==> config.mk <==
export PLATFORM = sky130hd
export DESIGN_NAME = sdram_stream_engine_flat
export DESIGN_NICKNAME = d
export VERILOG_FILES = /design/src/rtl/sdram_stream_engine_if.sv /design/src/rtl/sdram_stream_engine.sv /design/src/flat_wrapper.sv
export SDC_FILE = /design/constraint.sdc
export NUM_CORES = 1
export LEC_CHECK = 0
export BUFFER_PORTS_ARGS = -buffer_cell sky130_fd_sc_hd__buf_4
export CAP_MARGIN = 20
export CELL_PAD_IN_SITES_DETAIL_PLACEMENT = 0
export CELL_PAD_IN_SITES_GLOBAL_PLACEMENT = 1
export CORE_ASPECT_RATIO = 1.25
export CORE_MARGIN = 5
export CORE_UTILIZATION = 41
export DETAILED_ROUTE_END_ITERATION = 8
export GPL_TIMING_DRIVEN = 0
export PLACE_DENSITY = 0.81
export SLEW_MARGIN = 5
export SYNTH_ARGS = -nofsm -noshare
export SYNTH_HDL_FRONTEND = slang
export SYNTH_SLANG_ARGS = --single-unit
export TNS_END_PERCENT = 5
==> constraint.sdc <==
create_clock -name clk -period 3.09 [get_ports clk]
set_input_delay 0.1545 -clock clk [delete_from_list [all_inputs] [get_ports clk]]
set_output_delay 0.1545 -clock clk [all_outputs]
set_load 0.02 [all_outputs]
==> src/rtl/sdram_stream_engine_if.sv <==
// rtl/sdram_stream_engine_if.sv - request, SDRAM command/data FIFO and read-stream signals of sdram_stream_engine
// Optional: SDRAM_STREAM_STRIDE_EN adds stride_i.
interface sdram_stream_engine_if #(
    parameter int ADDR_WIDTH = 24,
    parameter int LEN_WIDTH  = 16
);
    logic                  start_i;
    logic                  op_i;
    logic [ADDR_WIDTH-1:0] base_addr_i;
    logic [LEN_WIDTH-1:0]  len_i;
    logic [15:0]           fill_data_i;
`ifdef SDRAM_STREAM_STRIDE_EN
    logic [7:0]            stride_i;
`endif
    logic                  busy_o;
    logic                  done_o;
    logic [40:0]           cmd_d_o;
    logic                  cmd_enq_o;
    logic                  cmd_alm_full_i;
    logic [15:0]           data_q_i;
    logic                  data_deq_o;
    logic                  data_empty_i;
    logic [15:0]           out_data_o;
    logic                  out_valid_o;
    logic                  out_ready_i;

    modport master (
        input  start_i, op_i, base_addr_i, len_i, fill_data_i,
`ifdef SDRAM_STREAM_STRIDE_EN
        input  stride_i,
`endif
        input  cmd_alm_full_i, data_q_i, data_empty_i, out_ready_i,
        output busy_o, done_o, cmd_d_o, cmd_enq_o, data_deq_o, out_data_o, out_valid_o
    );

    modport slave (
        output start_i, op_i, base_addr_i, len_i, fill_data_i,
`ifdef SDRAM_STREAM_STRIDE_EN
        output stride_i,
`endif
        output cmd_alm_full_i, data_q_i, data_empty_i, out_ready_i,
        input  busy_o, done_o, cmd_d_o, cmd_enq_o, data_deq_o, out_data_o, out_valid_o
    );
endinterface

==> src/rtl/sdram_stream_engine.sv <==
// rtl/sdram_stream_engine.sv - block read/fill command producer and read-data consumer for the SDRAM FIFOs
// Optional: SDRAM_STREAM_STRIDE_EN latches stride_i as the per-command address step (default step 1).
module sdram_stream_engine #(
    parameter int ADDR_WIDTH      = 24,
    parameter int LEN_WIDTH       = 16,
    parameter int MAX_OUTSTANDING = 512
) (
    input  logic                  clk,
    input  logic                  rst_i,
    sdram_stream_engine_if.master bus
);
    localparam int OUT_WIDTH = $clog2(MAX_OUTSTANDING + 1);

    typedef enum logic [1:0] {IDLE, ISSUE, DRAIN, DONE} state_t;

    state_t                state;
    logic                  op_fill;
    logic [ADDR_WIDTH-1:0] addr;
    logic [ADDR_WIDTH-1:0] addr_step;
    logic [LEN_WIDTH-1:0]  len;
    logic [LEN_WIDTH-1:0]  issued;
    logic [LEN_WIDTH-1:0]  received;
    logic [15:0]           fill_data;
    logic [OUT_WIDTH-1:0]  outstanding;
    logic                  read_phase;
    logic                  out_valid;
    logic                  deq;
    logic                  issue_ok;
    logic                  read_enq;

`ifdef SDRAM_STREAM_STRIDE_EN
    logic [7:0] stride;
    assign addr_step = ADDR_WIDTH'(stride);
`else
    assign addr_step = ADDR_WIDTH'(1);
`endif

    // Return path only listens during a read, so stray FIFO words are left alone otherwise.
    assign read_phase = ((state == ISSUE) || (state == DRAIN)) && !op_fill;
    assign out_valid  = read_phase && !bus.data_empty_i;
    assign deq        = out_valid && bus.out_ready_i;

    // Reads are capped by outstanding so the data FIFO can always absorb every reply.
    assign issue_ok = (state == ISSUE) && !bus.cmd_alm_full_i && (issued < len) &&
                      (op_fill || (outstanding < OUT_WIDTH'(MAX_OUTSTANDING)));
    assign read_enq = issue_ok && !op_fill;

    assign bus.out_valid_o = out_valid;
    assign bus.out_data_o  = bus.data_q_i;
    assign bus.data_deq_o  = deq;

    always_ff @(posedge clk) begin
        if (rst_i) begin
            state         <= IDLE;
            op_fill       <= 1'b0;
            addr          <= '0;
            len           <= '0;
            issued        <= '0;
            received      <= '0;
            fill_data     <= '0;
            outstanding   <= '0;
            bus.busy_o    <= 1'b0;
            bus.done_o    <= 1'b0;
            bus.cmd_enq_o <= 1'b0;
            bus.cmd_d_o   <= '0;
`ifdef SDRAM_STREAM_STRIDE_EN
            stride        <= '0;
`endif
        end else begin
            bus.cmd_enq_o <= issue_ok;
            bus.done_o    <= 1'b0;

            if (issue_ok) begin
                bus.cmd_d_o <= {op_fill, addr, op_fill ? fill_data : 16'h0000};
                addr        <= addr + addr_step;
                issued      <= issued + 1'b1;
            end

            if (deq) begin
                received <= received + 1'b1;
            end

            if (read_enq && !deq) begin
                outstanding <= outstanding + 1'b1;
            end else if (deq && !read_enq) begin
                outstanding <= outstanding - 1'b1;
            end

            case (state)
                IDLE: begin
                    if (bus.start_i) begin
                        if (bus.len_i != '0) begin
                            op_fill     <= bus.op_i;
                            addr        <= bus.base_addr_i;
                            len         <= bus.len_i;
                            fill_data   <= bus.fill_data_i;
`ifdef SDRAM_STREAM_STRIDE_EN
                            stride      <= bus.stride_i;
`endif
                            issued      <= '0;
                            received    <= '0;
                            outstanding <= '0;
                            bus.busy_o  <= 1'b1;
                            state       <= ISSUE;
                        end else begin
                            bus.done_o <= 1'b1;
                        end
                    end
                end
                ISSUE: begin
                    if (issue_ok && ((issued + 1'b1) == len)) begin
                        if (op_fill) begin
                            bus.busy_o <= 1'b0;
                            bus.done_o <= 1'b1;
                            state      <= DONE;
                        end else begin
                            state <= DRAIN;
                        end
                    end
                end
                DRAIN: begin
                    if (received == len) begin
                        bus.busy_o <= 1'b0;
                        bus.done_o <= 1'b1;
                        state      <= DONE;
                    end
                end
                DONE: begin
                    state <= IDLE;
                end
                default: begin
                    state <= IDLE;
                end
            endcase
        end
    end
endmodule
==> src/flat_wrapper.sv <==
// flat-port wrapper written by rule: the top's interface ports become plain ports
module sdram_stream_engine_flat 
#(
    parameter int ADDR_WIDTH      = 24,
    parameter int LEN_WIDTH       = 16,
    parameter int MAX_OUTSTANDING = 512
)
  (clk, rst_i, bus_start_i, bus_op_i, bus_base_addr_i, bus_len_i, bus_fill_data_i, bus_cmd_alm_full_i, bus_data_q_i, bus_data_empty_i, bus_out_ready_i, bus_busy_o, bus_done_o, bus_cmd_d_o, bus_cmd_enq_o, bus_data_deq_o, bus_out_data_o, bus_out_valid_o);
  sdram_stream_engine_if #(.ADDR_WIDTH(ADDR_WIDTH), .LEN_WIDTH(LEN_WIDTH)) bus_i ();
  input  logic clk;
  input  logic rst_i;
  input wire logic [$bits(bus_i.start_i)-1:0] bus_start_i;
  input wire logic [$bits(bus_i.op_i)-1:0] bus_op_i;
  input wire logic [$bits(bus_i.base_addr_i)-1:0] bus_base_addr_i;
  input wire logic [$bits(bus_i.len_i)-1:0] bus_len_i;
  input wire logic [$bits(bus_i.fill_data_i)-1:0] bus_fill_data_i;
  input wire logic [$bits(bus_i.cmd_alm_full_i)-1:0] bus_cmd_alm_full_i;
  input wire logic [$bits(bus_i.data_q_i)-1:0] bus_data_q_i;
  input wire logic [$bits(bus_i.data_empty_i)-1:0] bus_data_empty_i;
  input wire logic [$bits(bus_i.out_ready_i)-1:0] bus_out_ready_i;
  output wire logic [$bits(bus_i.busy_o)-1:0] bus_busy_o;
  output wire logic [$bits(bus_i.done_o)-1:0] bus_done_o;
  output wire logic [$bits(bus_i.cmd_d_o)-1:0] bus_cmd_d_o;
  output wire logic [$bits(bus_i.cmd_enq_o)-1:0] bus_cmd_enq_o;
  output wire logic [$bits(bus_i.data_deq_o)-1:0] bus_data_deq_o;
  output wire logic [$bits(bus_i.out_data_o)-1:0] bus_out_data_o;
  output wire logic [$bits(bus_i.out_valid_o)-1:0] bus_out_valid_o;
  assign bus_i.start_i = bus_start_i;
  assign bus_i.op_i = bus_op_i;
  assign bus_i.base_addr_i = bus_base_addr_i;
  assign bus_i.len_i = bus_len_i;
  assign bus_i.fill_data_i = bus_fill_data_i;
  assign bus_i.cmd_alm_full_i = bus_cmd_alm_full_i;
  assign bus_i.data_q_i = bus_data_q_i;
  assign bus_i.data_empty_i = bus_data_empty_i;
  assign bus_i.out_ready_i = bus_out_ready_i;
  assign bus_busy_o = bus_i.busy_o;
  assign bus_done_o = bus_i.done_o;
  assign bus_cmd_d_o = bus_i.cmd_d_o;
  assign bus_cmd_enq_o = bus_i.cmd_enq_o;
  assign bus_data_deq_o = bus_i.data_deq_o;
  assign bus_out_data_o = bus_i.out_data_o;
  assign bus_out_valid_o = bus_i.out_valid_o;
  sdram_stream_engine #(.ADDR_WIDTH(ADDR_WIDTH), .LEN_WIDTH(LEN_WIDTH), .MAX_OUTSTANDING(MAX_OUTSTANDING)) u_core (.clk(clk), .rst_i(rst_i), .bus(bus_i));
endmodule
======== Word-level counts from Yosys, hierarchy flattened ========
Index checks and enable logic that the tools add are counted.
operators by class
  add/sub/neg operators ................... 5
  $lt $le $gt $ge ......................... 2
  eq/ne operators ......................... 10
  mux-type cells .......................... 36
  reductions and logical operators ........ 23
operator list
  kind                   number
  $mux 16                9
  $mux 24                4
  $mux 10                5
  $add 16x1->16 const B  2
  $eq 16x16->1           2
  $add 24x1->24 const B  1
  $lt 16x16->1           1
  $reduce_bool 16->1     1
  $mux 1                 11
  $add 10x1->10 const B  1
  $logic_and 1x1->1      10
  $lt 10x10->1 const B   1
  $sub 10x1->10 const B  1
  $mux 2                 4
  $pmux 2 s4             1
  $ne 2x2->1 const B     3
  $pmux 1 s3             2
  $reduce_and 6->1       1
  $logic_not 1->1        5
  $eq 2x2->1 const B     2
  $ne 2x1->1 const B     2
  $reduce_and 4->1       1
  $reduce_and 3->1       1
  $reduce_bool 3->1      1
  other kinds (3)        4
storage, ports and cells
  register bits after elaboration ......... 145
  input port bits ......................... 79
  output and inout port bits .............. 62
  word-level logic and storage cells ...... 88

======== Longest topological paths before layout ========
Gate-level depths: netlist (run 1).
  depth after elaboration ................. 12
  depth in mapped cells ................... 12
  mapped depth without buffers ............ 11

======== Worst setup path before layout (run 1) ========
OpenSTA, ideal clock, no wires.
  path kind ............................... flip-flop to flip-flop
  start point ............................. reg u_core.state[0]
  end point ............................... reg u_core.received[13]
  setup time .............................. 0.128 ns
  arrival ................................. 2.626 ns
  data required time ...................... 2.962 ns
  setup slack ............................. 0.336 ns
  cell stages (with the launch flop) ...... 12
  path buffers ............................ 0
  period minus slack after synthesis ...... 2.754 ns
  cells stage by stage .................... dfxtp_1 > inv_1 > ha_1 > nor3b_1 > nand2_1 > inv_1 > and3_1 > nand4_1 > nor2_1 > and3_1 > xnor2_1 > nor2_1
between the ends
  cells in the longest elaborated chain, start to end .. 9
  elaborated cells on any way between the ends .. 11
  those cells by class .................... 2 x eq/ne; 4 x mux; 5 x reduce/logical
ends and longest elaborated chain
  item                                      RTL line                    source
  start: declaration                        sdram_stream_engine.sv:16   state_t state;
  start signal: assignment                  sdram_stream_engine.sv:54   state <= IDLE;
  start signal: assignment                  sdram_stream_engine.sv:104  state <= ISSUE;
  start signal: assignment                  sdram_stream_engine.sv:115  state <= DONE;
  $eq 2x1->1 or $eq 2x2->1 (tied branches)  sdram_stream_engine.sv:39   assign read_phase = ((state == ISSUE) || (state == DRAIN)) && !op_fill;
  $logic_or 1x1->1 (*)                      sdram_stream_engine.sv:39
  $logic_and 1x1->1 (*)                     sdram_stream_engine.sv:39
  $logic_and 1x1->1 (*)                     sdram_stream_engine.sv:40   assign out_valid = read_phase && !bus.data_empty_i;
  net bus_out_valid_o                       flat_wrapper.sv:27          output wire logic [$bits(bus_i.out_valid_o)-1:0] bus_out_valid_o;
  $logic_and 1x1->1 (*)                     sdram_stream_engine.sv:41   assign deq = out_valid && bus.out_ready_i;
  $mux 16 (*)                               sdram_stream_engine.sv:79   if (deq) begin
  $mux 16                                   sdram_stream_engine.sv:92   if (bus.len_i != '0) begin
  $mux 16                                   sdram_stream_engine.sv:91   if (bus.start_i) begin
  $mux 16 (*)                               sdram_stream_engine.sv:89   case (state)
  end signal: assignment                    sdram_stream_engine.sv:80   received <= received + 1'b1;
  end: declaration                          sdram_stream_engine.sv:22   logic [LEN_WIDTH-1:0] received;
Mark *: on every way through the listed nets, which the timed path passes. The rest lies on a longest branch.
A chain may end at the register's enable or synchronous reset.

======== Worst setup path after layout (run 1) ========
  start point ............................. reg u_core.len[8]
  end point ............................... reg u_core.bus.cmd_d_o[40]
between the ends
  cells in the longest elaborated chain, start to end .. 3
ends and longest elaborated chain
  item                            RTL line                      source
  start: declaration              sdram_stream_engine.sv:20     logic [LEN_WIDTH-1:0] len;
  start signal: assignment        sdram_stream_engine.sv:95     len <= bus.len_i;
  $lt 16x16->1                    sdram_stream_engine.sv:44     assign issue_ok = (state == ISSUE) && !bus.cmd_alm_full_i && (issued < len) &&
  $logic_and 1x1->1 (2 in a row)  sdram_stream_engine.sv:44
  end signal: assignment          sdram_stream_engine.sv:74     bus.cmd_d_o <= {op_fill, addr, op_fill ? fill_data : 16'h0000};
  end: declaration                sdram_stream_engine_if.sv:33  output busy_o, done_o, cmd_d_o, cmd_enq_o, data_deq_o, out_data_o, out_valid_o
Every way passes these cells.

==> flow_metrics.env, run 1 <==
export IMPL_period_needed_ns=2.87
export IMPL_grt_pass1_wl_um=35900
export IMPL_numCtsBuffers=17
export IMPL_antenna_left=0
export IMPL_synth_top_cell_area_share_pct=39.3
export IMPL_path_class="flip-flop to flip-flop"
export IMPL_place_area_um2=8600
export IMPL_clock_sink_count=145
export IMPL_grt_antenna_before_repair=0
export IMPL_clkTransAtPathRegs_ns=0.06
export IMPL_yosys_top_cells_area="dfxtp_1 39%, nand2_1 9.6%, xnor2_1 6.0%"
export IMPL_end_kind="flip-flop"
export IMPL_netSwitchingFraction_pct=37.1
export IMPL_drtIter0Drc=371
export IMPL_drive_gt1_share_pct=18.0
export IMPL_n_antenna_cell=0
export IMPL_rsz0062_at_grt="false"
export IMPL_rows=55
export IMPL_holdWs_ns=0.00126
export IMPL_finalPower_mw=6.16
export IMPL_drt_total_wl_um=22100
export IMPL_pin_count=141
export IMPL_cts_root_buf="clkbuf_16"
export IMPL_p_sw_mw=2.28
export IMPL_crit_path_top_delay_cell="dfxtp_1"
export IMPL_wl_per_cell_um=16.3
export IMPL_htree_levels=4
export IMPL_crit_chain="inv_1, ha_1, nand4_1, nor3_1, o211ai_1, nand2_1, clkbuf_2, clkbuf_2, nand2_1, a21oi_1"
export IMPL_fp_dieW_um=130
export IMPL_finClkSkew_ns=0.0124
export IMPL_dieArea_um2=20800
export IMPL_use_met2_pct=37.6
export IMPL_post_route_util_pct=53.2
export IMPL_place_gp_congestion=0.875
export IMPL_syn_area_per_cell_um2=7.84
export IMPL_hp_class="input pin to flip-flop"
export IMPL_cts_buffer_depth=2
export IMPL_die_y_um=160
export IMPL_relSlewSlack_pct=50.3
export IMPL_synth_seq_cells=145
export IMPL_final_area_um2=9520
export IMPL_cts_tree="yes"
export IMPL_p_seq_share_pct=38.7
export IMPL_slowest_delay_ns=0.46
export IMPL_yosysUniqueCellTypes=60
export IMPL_critPathTopFamily="simple AND/OR/NAND/NOR gates"
export IMPL_place_port_buffers=123
export IMPL_worst_slew_pin_slew_ns=0.746
export IMPL_syn_nets=1046
export IMPL_synth_edf_count=0
export IMPL_cp_depth=10
export IMPL_grt_ovfl_total=0
export IMPL_drc_errors=0
export IMPL_synth_top_cell_by_area="dfxtp_1"
export IMPL_use_met3_pct=4.48
export IMPL_p_int_mw=3.87
export IMPL_grt_busiest_layer="met2"
export IMPL_syn_area_um2=7390
export IMPL_cp_data_required_time_ns=3.44
export IMPL_ys_warn_count=0
export IMPL_synthToLayoutAreaGrowth_pct=28.8
export IMPL_outcome="completed"
export IMPL_synth_most_common_cell="nand2_1"
export IMPL_worst_endpoint_arrival_ns=3.22
export IMPL_synthArstFlopShare_pct=0
export IMPL_holdPathStages=3
export IMPL_power_density_nw_per_um2=647
export IMPL_crit_path_start_kind="flip-flop"
export IMPL_fp_coreArea_um2=17900
export IMPL_cap_violations=0
export IMPL_synth_common_cells="188 x nand2_1, 145 x dfxtp_1, 87 x a21oi_1"
export IMPL_ir_drop_mv=0.403
export IMPL_place_hpwl_um=16600
export IMPL_final_hold_viol_count=0
export IMPL_p_clk_share_pct=31.7
export IMPL_r2r_slack_ns=0.22
export IMPL_grt_use_met1_pct=25.6
export IMPL_path_buf_inv=3
export IMPL_syn_inst=942
export IMPL_insertion_delay_ns=0.43
export IMPL_first_pass_iters=5
export IMPL_vias=7036
export IMPL_timing_final_crit_share_pct=92.9
export IMPL_worst_slack_ns=0.218
export IMPL_synth_flop_cell="dfxtp_1"
export IMPL_place_ws_ns=-0.255
export IMPL_slew_violations=0
export IMPL_combPwrFrac_pct=29.6
export IMPL_grt_pass1_vias=7017
export IMPL_ys_seq_area_share_pct=39.3
export IMPL_setup_viol_count_final=0
export IMPL_rr_worst_depth=10
export IMPL_grt_max_degree=17
export IMPL_cp_max_fo=10
export IMPL_initial_core_util_pct=41.3
export IMPL_viasPerCell=5.18
export IMPL_fmax_mhz=348
export IMPL_p_leak_nw=3.59
export IMPL_layout_nets=1221
export IMPL_grtUsageTotal_pct=21.6
-- per-layer routing --
metal	share of wire, %	routed length, um
met3	4.7	1030
met1	41	9150
met2	51	11200
met4	3.2	698
met5	0	0
-- placed cells by master (no fill, tap or decap), types with 2 or more instances in the layout --
cell type	instances
a21oi_1	87
buf_2	4
ha_1	25
xnor2_1	51
a311oi_1	13
nor2_1	85
buf_1	4
nor2b_1	2
o211ai_1	2
nand2b_1	4
and4_1	6
nor3b_1	2
nand2_1	188
o22ai_1	2
and3_1	11
inv_6	5
inv_8	3
a211oi_1	13
clkbuf_16	17
o21a_1	3
a211o_1	4
o21ai_0	21
inv_1	33
mux2i_1	4
nor3_1	12
buf_4	144
or3_1	22
clkbuf_1	32
nor4_1	10
xor2_1	25
clkbuf_2	9
clkinvlp_4	4
nand3b_1	2
nand3_1	31
dfxtp_1	145
nand4_1	32
and2_1	3
nor3_2	3
a31oi_1	3
dlygate4sd3_1	32
-- power groups by stage --
stage	sequential [mW]	combinational [mW]	clock, mW
after floorplan	2.36	1.19	0
after global placement	2.41	1.75	0
after detailed placement	2.41	1.77	0
after CTS	2.37	1.82	1.98
after global routing	2.42	2.02	2.08
final	2.38	1.82	1.95
-- worst min-delay path, delay by kind of cell --
| kind | cells | cell delay [ns] |
|---|---|---|
| AOI/OAI and AO/OA | 1 | 0.11 |
| and+or+nand+nor | 1 | 0.04 |
| buffers and inverters | 1 | 0.08 |
-- cell type report --
cell class              instances  area (um2)
fillers                      1790        8380
multi-input cells             695        4050
flip-flops and latches        145        2900
repair buffers                157        1260
clock buffers                  18         429
plain buffers                  68         347
well taps                     228         285
inverters                      33         124
clock inverters                14         121
-- sequential cells by signal, summed over array words and instances (netlist names) --
signal	count
u_core.bus.cmd_d_o	41
u_core.addr	24
u_core.fill_data	16
u_core.issued	16
u_core.len	16
u_core.received	16
u_core.outstanding	10
u_core.state	2
u_core.bus.busy_o	1
u_core.bus.cmd_enq_o	1
u_core.bus.done_o	1
u_core.op_fill	1
-- cell families after synthesis --
family,Yosys count,synth area share (%)
compound gates,167,13.9
xor+xnor,76,9.01
fa+ha+maj,25,4.23
buf+inv,102,6.18
flops,145,39.3
mux,6,0.897
simple gates,421,26.5
-- repair_timing --
| item | in CTS | in global routing |
|---|---|---|
| hold buffers | 32 | 0 |
| endpoints found under the hold margin | 32 | 0 |
| pin swaps | 1 | 1 |
| setup buffers | 1 | 1 |
| gates resized for setup | 6 | 14 |
| endpoints found under the setup margin | 62 | 63 |
-- stage by stage --
step                      TNS [ns]  cells
after CTS                        0   1358
after global routing             0   1358
after global placement       -9.51   1293
after floorplan                  0    942
final                            0   1358
after detailed placement     -9.13   1293
-- worst paths after layout --
check,to,startpoint
setup / recovery,u_core.bus.cmd_d_o[40]$_SDFFE_PP0N_,u_core.len[8]$_SDFFE_PP0P_
hold / removal,u_core.addr[19]$_SDFF_PP0_,bus_base_addr_i[19]
setup reg to reg,u_core.bus.cmd_d_o[40]$_SDFFE_PP0N_,u_core.len[8]$_SDFFE_PP0P_
hold reg to reg,u_core.bus.cmd_d_o[3]$_SDFFE_PP0N_,u_core.bus.cmd_d_o[3]$_SDFFE_PP0N_
Note: power is estimated with default switching activity, not from simulation.
==> run 2, diff against run 1 <==
--- a/config.mk
+++ b/config.mk
@@ -9,7 +9,7 @@
 export CAP_MARGIN = 20
 export CELL_PAD_IN_SITES_DETAIL_PLACEMENT = 0
 export CELL_PAD_IN_SITES_GLOBAL_PLACEMENT = 1
-export CORE_ASPECT_RATIO = 1.25
+export CORE_ASPECT_RATIO = 1.4
 export CORE_MARGIN = 5
 export CORE_UTILIZATION = 41
 export DETAILED_ROUTE_END_ITERATION = 8
==> constraint.sdc (replaced) <==
create_clock -name clk -period 3.1 [get_ports clk]
set_input_delay 0.155 -clock clk [delete_from_list [all_inputs] [get_ports clk]]
set_output_delay 0.155 -clock clk [all_outputs]
set_load 0.02 [all_outputs]
==> run 2 against run 1 <==
  * Total power increased by 0.18%
  * Combinational power is 3% higher
  * First-iteration DRC count increased by 1.6%
  * Critical endpoint is now u_core.outstanding[1]$_SDFF_PP0_
==> flow_metrics.env, run 2 (same netlist as run 1, synthesis figures left out) <==
export IMPL_path_class="flip-flop to flip-flop"
export IMPL_netSwitchingFraction_pct=36.2
export IMPL_rows=58
export IMPL_fmax_mhz=337
export IMPL_largest_reg_flops=41
export IMPL_setup_viol_count_final=0
export IMPL_critPathTopFamily="compound AO/OA/AOI/OAI gates"
export IMPL_ir_drop_mv=0.374
export IMPL_grt_pass1_vias=7099
export IMPL_end_kind="flip-flop"
export IMPL_met3_wirelength_um=1200
export IMPL_timing_final_crit_share_pct=95.8
export IMPL_rr_worst_depth=11
export IMPL_final_cell_mix="187 x nand2_1, 145 x dfxtp_1, 143 x buf_4, 87 x a21oi_1, 85 x nor2_1"
export IMPL_hp_class="input pin to flip-flop"
export IMPL_crit_path_top_delay_cell="dfxtp_1"
export IMPL_crit_end="u_core.outstanding[1]$_SDFF_PP0_"
export IMPL_die_y_um=169
export IMPL_fp_dieW_um=123
export IMPL_dp_cells=1305
export IMPL_wl_met1_um=8840
export IMPL_crit_start="u_core.len[11]$_SDFFE_PP0P_"
export IMPL_slowest_delay_ns=0.44
export IMPL_p_seq_share_pct=38.5
export IMPL_cp_data_required_time_ns=3.44
export IMPL_drc_errors=0
export IMPL_outcome="completed"
export IMPL_drive_gt1_share_pct=18.1
export IMPL_grt_max_degree=17
export IMPL_place_hpwl_um=17100
export IMPL_wl_per_cell_um=16.6
export IMPL_worst_slew_pin_slew_ns=0.725
export IMPL_insertion_delay_ns=0.43
export IMPL_p_sw_mw=2.23
export IMPL_grt_pass1_wl_um=36600
export IMPL_crit_path_start_kind="flip-flop"
export IMPL_p_leak_nw=3.60
export IMPL_reg_top3="u_core.bus.cmd_d_o: 41 flops, u_core.addr: 24 flops"
export IMPL_routed_top_layer="met4"
export IMPL_place_gp_congestion=0.876
export IMPL_drtIter0Drc=377
export IMPL_htree_levels=4
export IMPL_cts_tree="yes"
export IMPL_clock_sink_count=145
export IMPL_fp_coreArea_um2=17900
export IMPL_final_cells=1370
export IMPL_grt_antenna_before_repair=0
export IMPL_synthToLayoutAreaGrowth_pct=29.4
export IMPL_crit_chain="inv_1, ha_1, a21oi_1, o21ai_0, a221oi_4, buf_12, and2_1, buf_2, clkbuf_4, o21ai_0, a311oi_1"
export IMPL_final_hold_viol_count=0
export IMPL_cts_root_buf="clkbuf_16"
export IMPL_finalPower_mw=6.17
export IMPL_layout_nets=1223
export IMPL_cp_depth=11
export IMPL_combPwrFrac_pct=30.2
export IMPL_drt_total_wl_um=22700
export IMPL_fin_tns_setup_ns=0
export IMPL_reg2reg_to="u_core.outstanding[1]$_SDFF_PP0_"
export IMPL_wl_met2_um=12100
export IMPL_cts_buffer_depth=2
export IMPL_dieArea_um2=20800
export IMPL_final_common_cell="nand2_1"
export IMPL_antenna_left=0
export IMPL_grtUsageTotal_pct=22.6
export IMPL_r2r_start="u_core.len[11]$_SDFFE_PP0P_"
export IMPL_p_int_mw=3.94
export IMPL_finClkSkew_ns=0.00806
export IMPL_grt_ovfl_total=0
export IMPL_path_buf_inv=4
export IMPL_cp_max_fo=10
export IMPL_place_port_buffers=123
export IMPL_r2r_slack_ns=0.13
export IMPL_first_pass_iters=5
export IMPL_initial_core_util_pct=41.4
export IMPL_period_needed_ns=2.97
export IMPL_relSlewSlack_pct=51.2
export IMPL_p_clk_share_pct=31.3
export IMPL_post_route_util_pct=53.6
export IMPL_pin_count=141
export IMPL_vias=7198
export IMPL_slew_violations=0
export IMPL_cap_violations=0
export IMPL_largest_register="u_core.bus.cmd_d_o"
export IMPL_numCtsBuffers=17
export IMPL_clkTransAtPathRegs_ns=0.06
export IMPL_viasPerCell=5.25
export IMPL_crit_top_cell="o21ai_0"
export IMPL_power_density_nw_per_um2=645
export IMPL_worst_endpoint_arrival_ns=3.31
export IMPL_n_antenna_cell=0
[run 2: how the worst min path moves through the flow]
stage / to / slack [ns] / start / cells past startpoint
after floorplan: u_core.fill_data[0]$_SDFFE_PP0P_ / 0.29 / bus_fill_data_i[0] / 2
after global placement: u_core.fill_data[11]$_SDFFE_PP0P_ / 0.41 / bus_fill_data_i[11] / 3
after detailed placement: u_core.fill_data[9]$_SDFFE_PP0P_ / 0.42 / bus_fill_data_i[9] / 3
after CTS: u_core.fill_data[6]$_SDFFE_PP0P_ / 0.0006 / bus_fill_data_i[6] / 3
after global routing: u_core.fill_data[6]$_SDFFE_PP0P_ / 0.003 / bus_fill_data_i[6] / 3
final: u_core.fill_data[6]$_SDFFE_PP0P_ / 0.01 / bus_fill_data_i[6] / 3
[run 2: repair_timing]
action	in CTS	in global routing
hold endpoints to repair	33	0
pin swaps	1	1
setup endpoints to repair	68	79
buffers inserted	1	2
hold buffers	33	0
gates resized for setup	11	9
[run 2: cell type report]
type,instances,area [um2]
inverter,33,124
timing repair buffer,159,1290
sequential,145,2900
clock buffer,19,433
clock inverter,11,108
fill,1793,8290
tap,240,300
buffer,68,350
multi-input combinational,695,4060
[run 2: worst reg2reg max path: stages, from the launching register on]
cell      delay (ns)
dfxtp_1         0.44
inv_1           0.07
ha_1            0.31
a21oi_1         0.12
o21ai_0         0.28
a221oi_4        0.42
buf_12          0.16
and2_1          0.11
buf_2           0.28
clkbuf_4        0.32
o21ai_0         0.10
a311oi_1        0.26
[run 2: stage by stage]
stage                     area [um2]  setup slack (ns)  hold WS [ns]
after floorplan                 7390             0.346         0.291
after global placement          8610            -0.424         0.410
after detailed placement        8610            -0.432         0.417
after CTS                       9520            0.0184      0.000630
after global routing            9560           -0.0156       0.00321
final                           9560             0.130        0.0145
[run 2: power groups by stage]
stage,logic [mW],clock network (mW),registers (mW)
5_1_grt,2.07,2.05,2.41
2_1_floorplan,1.19,0,2.35
3_5_place_dp,1.79,0,2.40
6_report,1.87,1.93,2.37
3_3_place_gp,1.78,0,2.40
4_1_cts,1.85,1.96,2.36
[run 2: per-layer routing]
metal	GRT usage (%)	vias up
met5	0	-
met4	8.43	0
met3	5.01	42
met2	41.1	176
met1	25.2	3396
li1	-	3584
==> run 3, diff against run 2 <==
==> config.mk (replaced) <==
export PLATFORM = sky130hd
export DESIGN_NAME = sdram_stream_engine_flat
export DESIGN_NICKNAME = d
export VERILOG_FILES = /design/src/rtl/sdram_stream_engine_if.sv /design/src/rtl/sdram_stream_engine.sv /design/src/flat_wrapper.sv
export SDC_FILE = /design/constraint.sdc
export NUM_CORES = 1
export LEC_CHECK = 0
export CAP_MARGIN = 20
export CELL_PAD_IN_SITES_DETAIL_PLACEMENT = 2
export CELL_PAD_IN_SITES_GLOBAL_PLACEMENT = 2
export CORE_MARGIN = 5
export CORE_UTILIZATION = 37
export DETAILED_ROUTE_END_ITERATION = 8
export DONT_BUFFER_PORTS = 1
export GPL_TIMING_DRIVEN = 0
export PLACE_DENSITY = 0.8
export SLEW_MARGIN = 5
export SYNTH_ARGS = -nofsm -noshare
export SYNTH_HDL_FRONTEND = slang
export SYNTH_SLANG_ARGS = --single-unit
export TNS_END_PERCENT = 5
==> run 3 against run 2 <==
  * The flow now finishes with violations (negative setup slack)
  * Cell area fell by 5.5%
  * Total power rose by 9.5%
  * Final cell count fell by 5.3%
  * Largest cell class unchanged
==> flow_metrics.env, run 3 (same netlist as run 1, synthesis figures left out) <==
export IMPL_p_leak_nw=3.15
export IMPL_place_port_buffers=0
export IMPL_holdPathStages=3
export IMPL_r2r_start="u_core.len[11]$_SDFFE_PP0P_"
export IMPL_cts_tree="yes"
export IMPL_grt_max_degree=17
export IMPL_drive_gt1_share_pct=8.62
export IMPL_vias=7587
export IMPL_worst_slew_pin_slew_ns=0.787
export IMPL_finalPower_mw=6.76
export IMPL_holdPathEnd="u_core.received[1]$_SDFF_PP0_"
export IMPL_final_cell_mix="187 x nand2_1, 143 x dfxtp_1, 87 x a21oi_1, 85 x nor2_1, 57 x dlygate4sd3_1"
export IMPL_cp_max_fo=10
export IMPL_reg_top3="u_core.bus.cmd_d_o: 41 flops, u_core.addr: 24 flops"
export IMPL_use_met3_pct=6.37
export IMPL_p_int_mw=4.15
export IMPL_crit_start="u_core.len[11]$_SDFFE_PP0P_"
export IMPL_grt_pass1_wl_um=48700
export IMPL_hp_class="input pin to flip-flop"
export IMPL_ir_drop_mv=0.484
export IMPL_place_ws_ns=-0.425
export IMPL_n_antenna_cell=0
export IMPL_wl_per_cell_um=25.7
export IMPL_rows=51
export IMPL_crit_path_start_kind="flip-flop"
export IMPL_cts_buffer_depth=2
export IMPL_cts_root_buf="clkbuf_16"
export IMPL_drc_errors=0
export IMPL_use_met2_pct=48.4
export IMPL_final_hold_viol_count=0
export IMPL_clkTransAtPathRegs_ns=0.07
export IMPL_fp_coreArea_um2=19600
export IMPL_grtUsageTotal_pct=27.9
export IMPL_die_y_um=151
export IMPL_place_gp_congestion=0.822
export IMPL_outcome="finished with violations"
export IMPL_clock_sink_count=145
export IMPL_worst_slack_ns=-0.00592
export IMPL_setup_viol_count_final=1
export IMPL_place_hpwl_um=19600
export IMPL_viasPerCell=5.85
export IMPL_numCtsBuffers=17
export IMPL_r2r_slack_ns=-0.006
export IMPL_grt_use_met1_pct=32.8
export IMPL_end_kind="flip-flop"
export IMPL_synthToLayoutAreaGrowth_pct=22.3
export IMPL_largest_reg_flops=41
export IMPL_timing_final_crit_share_pct=100
export IMPL_insertion_delay_ns=0.44
export IMPL_dieArea_um2=22900
export IMPL_p_sw_mw=2.61
export IMPL_drt_total_wl_um=33400
export IMPL_path_class="flip-flop to flip-flop"
export IMPL_fmax_mhz=322
export IMPL_min_delay_start="bus_out_ready_i"
export IMPL_combPwrFrac_pct=29.0
export IMPL_pin_count=141
export IMPL_first_pass_iters=4
export IMPL_relSlewSlack_pct=47.3
export IMPL_grt_pass1_vias=8398
export IMPL_cap_violations=0
export IMPL_reg2reg_to="u_core.addr[1]$_SDFF_PP0_"
export IMPL_worst_endpoint_arrival_ns=3.44
export IMPL_grt_ovfl_total=0
export IMPL_finClkSkew_ns=0.00958
export IMPL_grt_busiest_layer="met2"
export IMPL_drtIter0Drc=463
export IMPL_antenna_left=0
export IMPL_p_clk_share_pct=34.4
export IMPL_final_common_cell="nand2_1"
export IMPL_largest_register="u_core.bus.cmd_d_o"
export IMPL_initial_core_util_pct=37.7
export IMPL_layout_nets=1125
export IMPL_htree_levels=4
export IMPL_slew_violations=0
export IMPL_rr_worst_depth=11
export IMPL_p_seq_share_pct=36.6
export IMPL_netSwitchingFraction_pct=38.6
export IMPL_power_density_nw_per_um2=748
export IMPL_grt_antenna_before_repair=1
export IMPL_fp_dieW_um=151
export IMPL_violations="negative setup slack"
export IMPL_cp_data_required_time_ns=3.43
export IMPL_period_needed_ns=3.11
[run 3: cell types whose count changed in the layout (fill, tap and decap cells not counted), moves of 2 or more]
cell and delta:
clkinvlp_4 -2, buf_4 -121, dfxtp_1 -2, dfxtp_2 +2
bufinv_16 +3, dlygate4sd3_1 +24, clkbuf_1 -3
[run 3: power groups by stage]
| stage | Combinational (mW) | Sequential, mW | Clock, mW |
|---|---|---|---|
| detailed placement | 1.66 | 2.47 | 0 |
| global route | 2.09 | 2.50 | 2.43 |
| global placement | 1.60 | 2.46 | 0 |
| floorplan | 1.19 | 2.35 | 0 |
| CTS | 1.81 | 2.44 | 2.33 |
| finish | 1.96 | 2.47 | 2.33 |
[run 3: stage by stage]
step / util (%) / area (um2) / setup TNS, ns / instances / hold WS (ns)
3_3_place_gp: 39.4 / 7720 / -14.00 / 1207 / 0.296
2_1_floorplan: - / 7390 / 0 / 942 / 0.291
5_1_grt: 46.1 / 9030 / -1.16 / 1298 / 0.0999
3_5_place_dp: 39.4 / 7720 / -21.71 / 1207 / 0.301
4_1_cts: 45.9 / 8980 / 0 / 1296 / 0.0704
6_report: 46.1 / 9030 / -0.00592 / 1298 / 0.0736
[run 3: cell type report]
class | instances | area (um2)
fill | 2178 | 10600
multi-input combinational | 695 | 4070
sequential | 145 | 2910
timing repair buffer | 61 | 613
clock buffer | 18 | 439
buffer | 68 | 354
tap | 265 | 332
clock inverter | 13 | 198
inverter | 33 | 124
[run 3: metal layers]
metal | part of all wire (%) | wire (um) | vias up
met5 | 0 | 0 | -
met4 | 4.1 | 1380 | 0
met3 | 6.3 | 2120 | 100
met2 | 50 | 16900 | 294
met1 | 39 | 13000 | 3812
li1 | - | - | 3381
[run 3: critical path, stage by stage, from the launching register on]
cell and delay [ns]:
dfxtp_1 0.49, inv_1 0.08, ha_1 0.32, a21oi_1 0.13, o21ai_0 0.27, a221oi_4 0.43
buf_12 0.16, and2_1 0.13, clkbuf_4 0.27, buf_4 0.29, nand2_1 0.10, a311oi_1 0.32
[run 3: how the worst max path moves through the flow]
stage	end	slack (ns)	depth (start not counted)
2_1_floorplan	u_core.received[13]$_SDFF_PP0_	0.35	11
3_3_place_gp	u_core.outstanding[6]$_SDFF_PP0_	-0.38	9
3_5_place_dp	u_core.outstanding[6]$_SDFF_PP0_	-0.42	9
4_1_cts	u_core.addr[21]$_SDFF_PP0_	0.006	10
5_1_grt	u_core.bus.done_o$_SDFF_PP0_	-0.14	7
6_report	u_core.addr[1]$_SDFF_PP0_	-0.006	11
[run 3: timing repair]
action,in CTS,in global routing
hold endpoints to repair,57,0
pin swaps,3,1
endpoints found under the setup margin,100,79
hold buffers,57,0
resized for setup,17,9
setup buffers,2,2
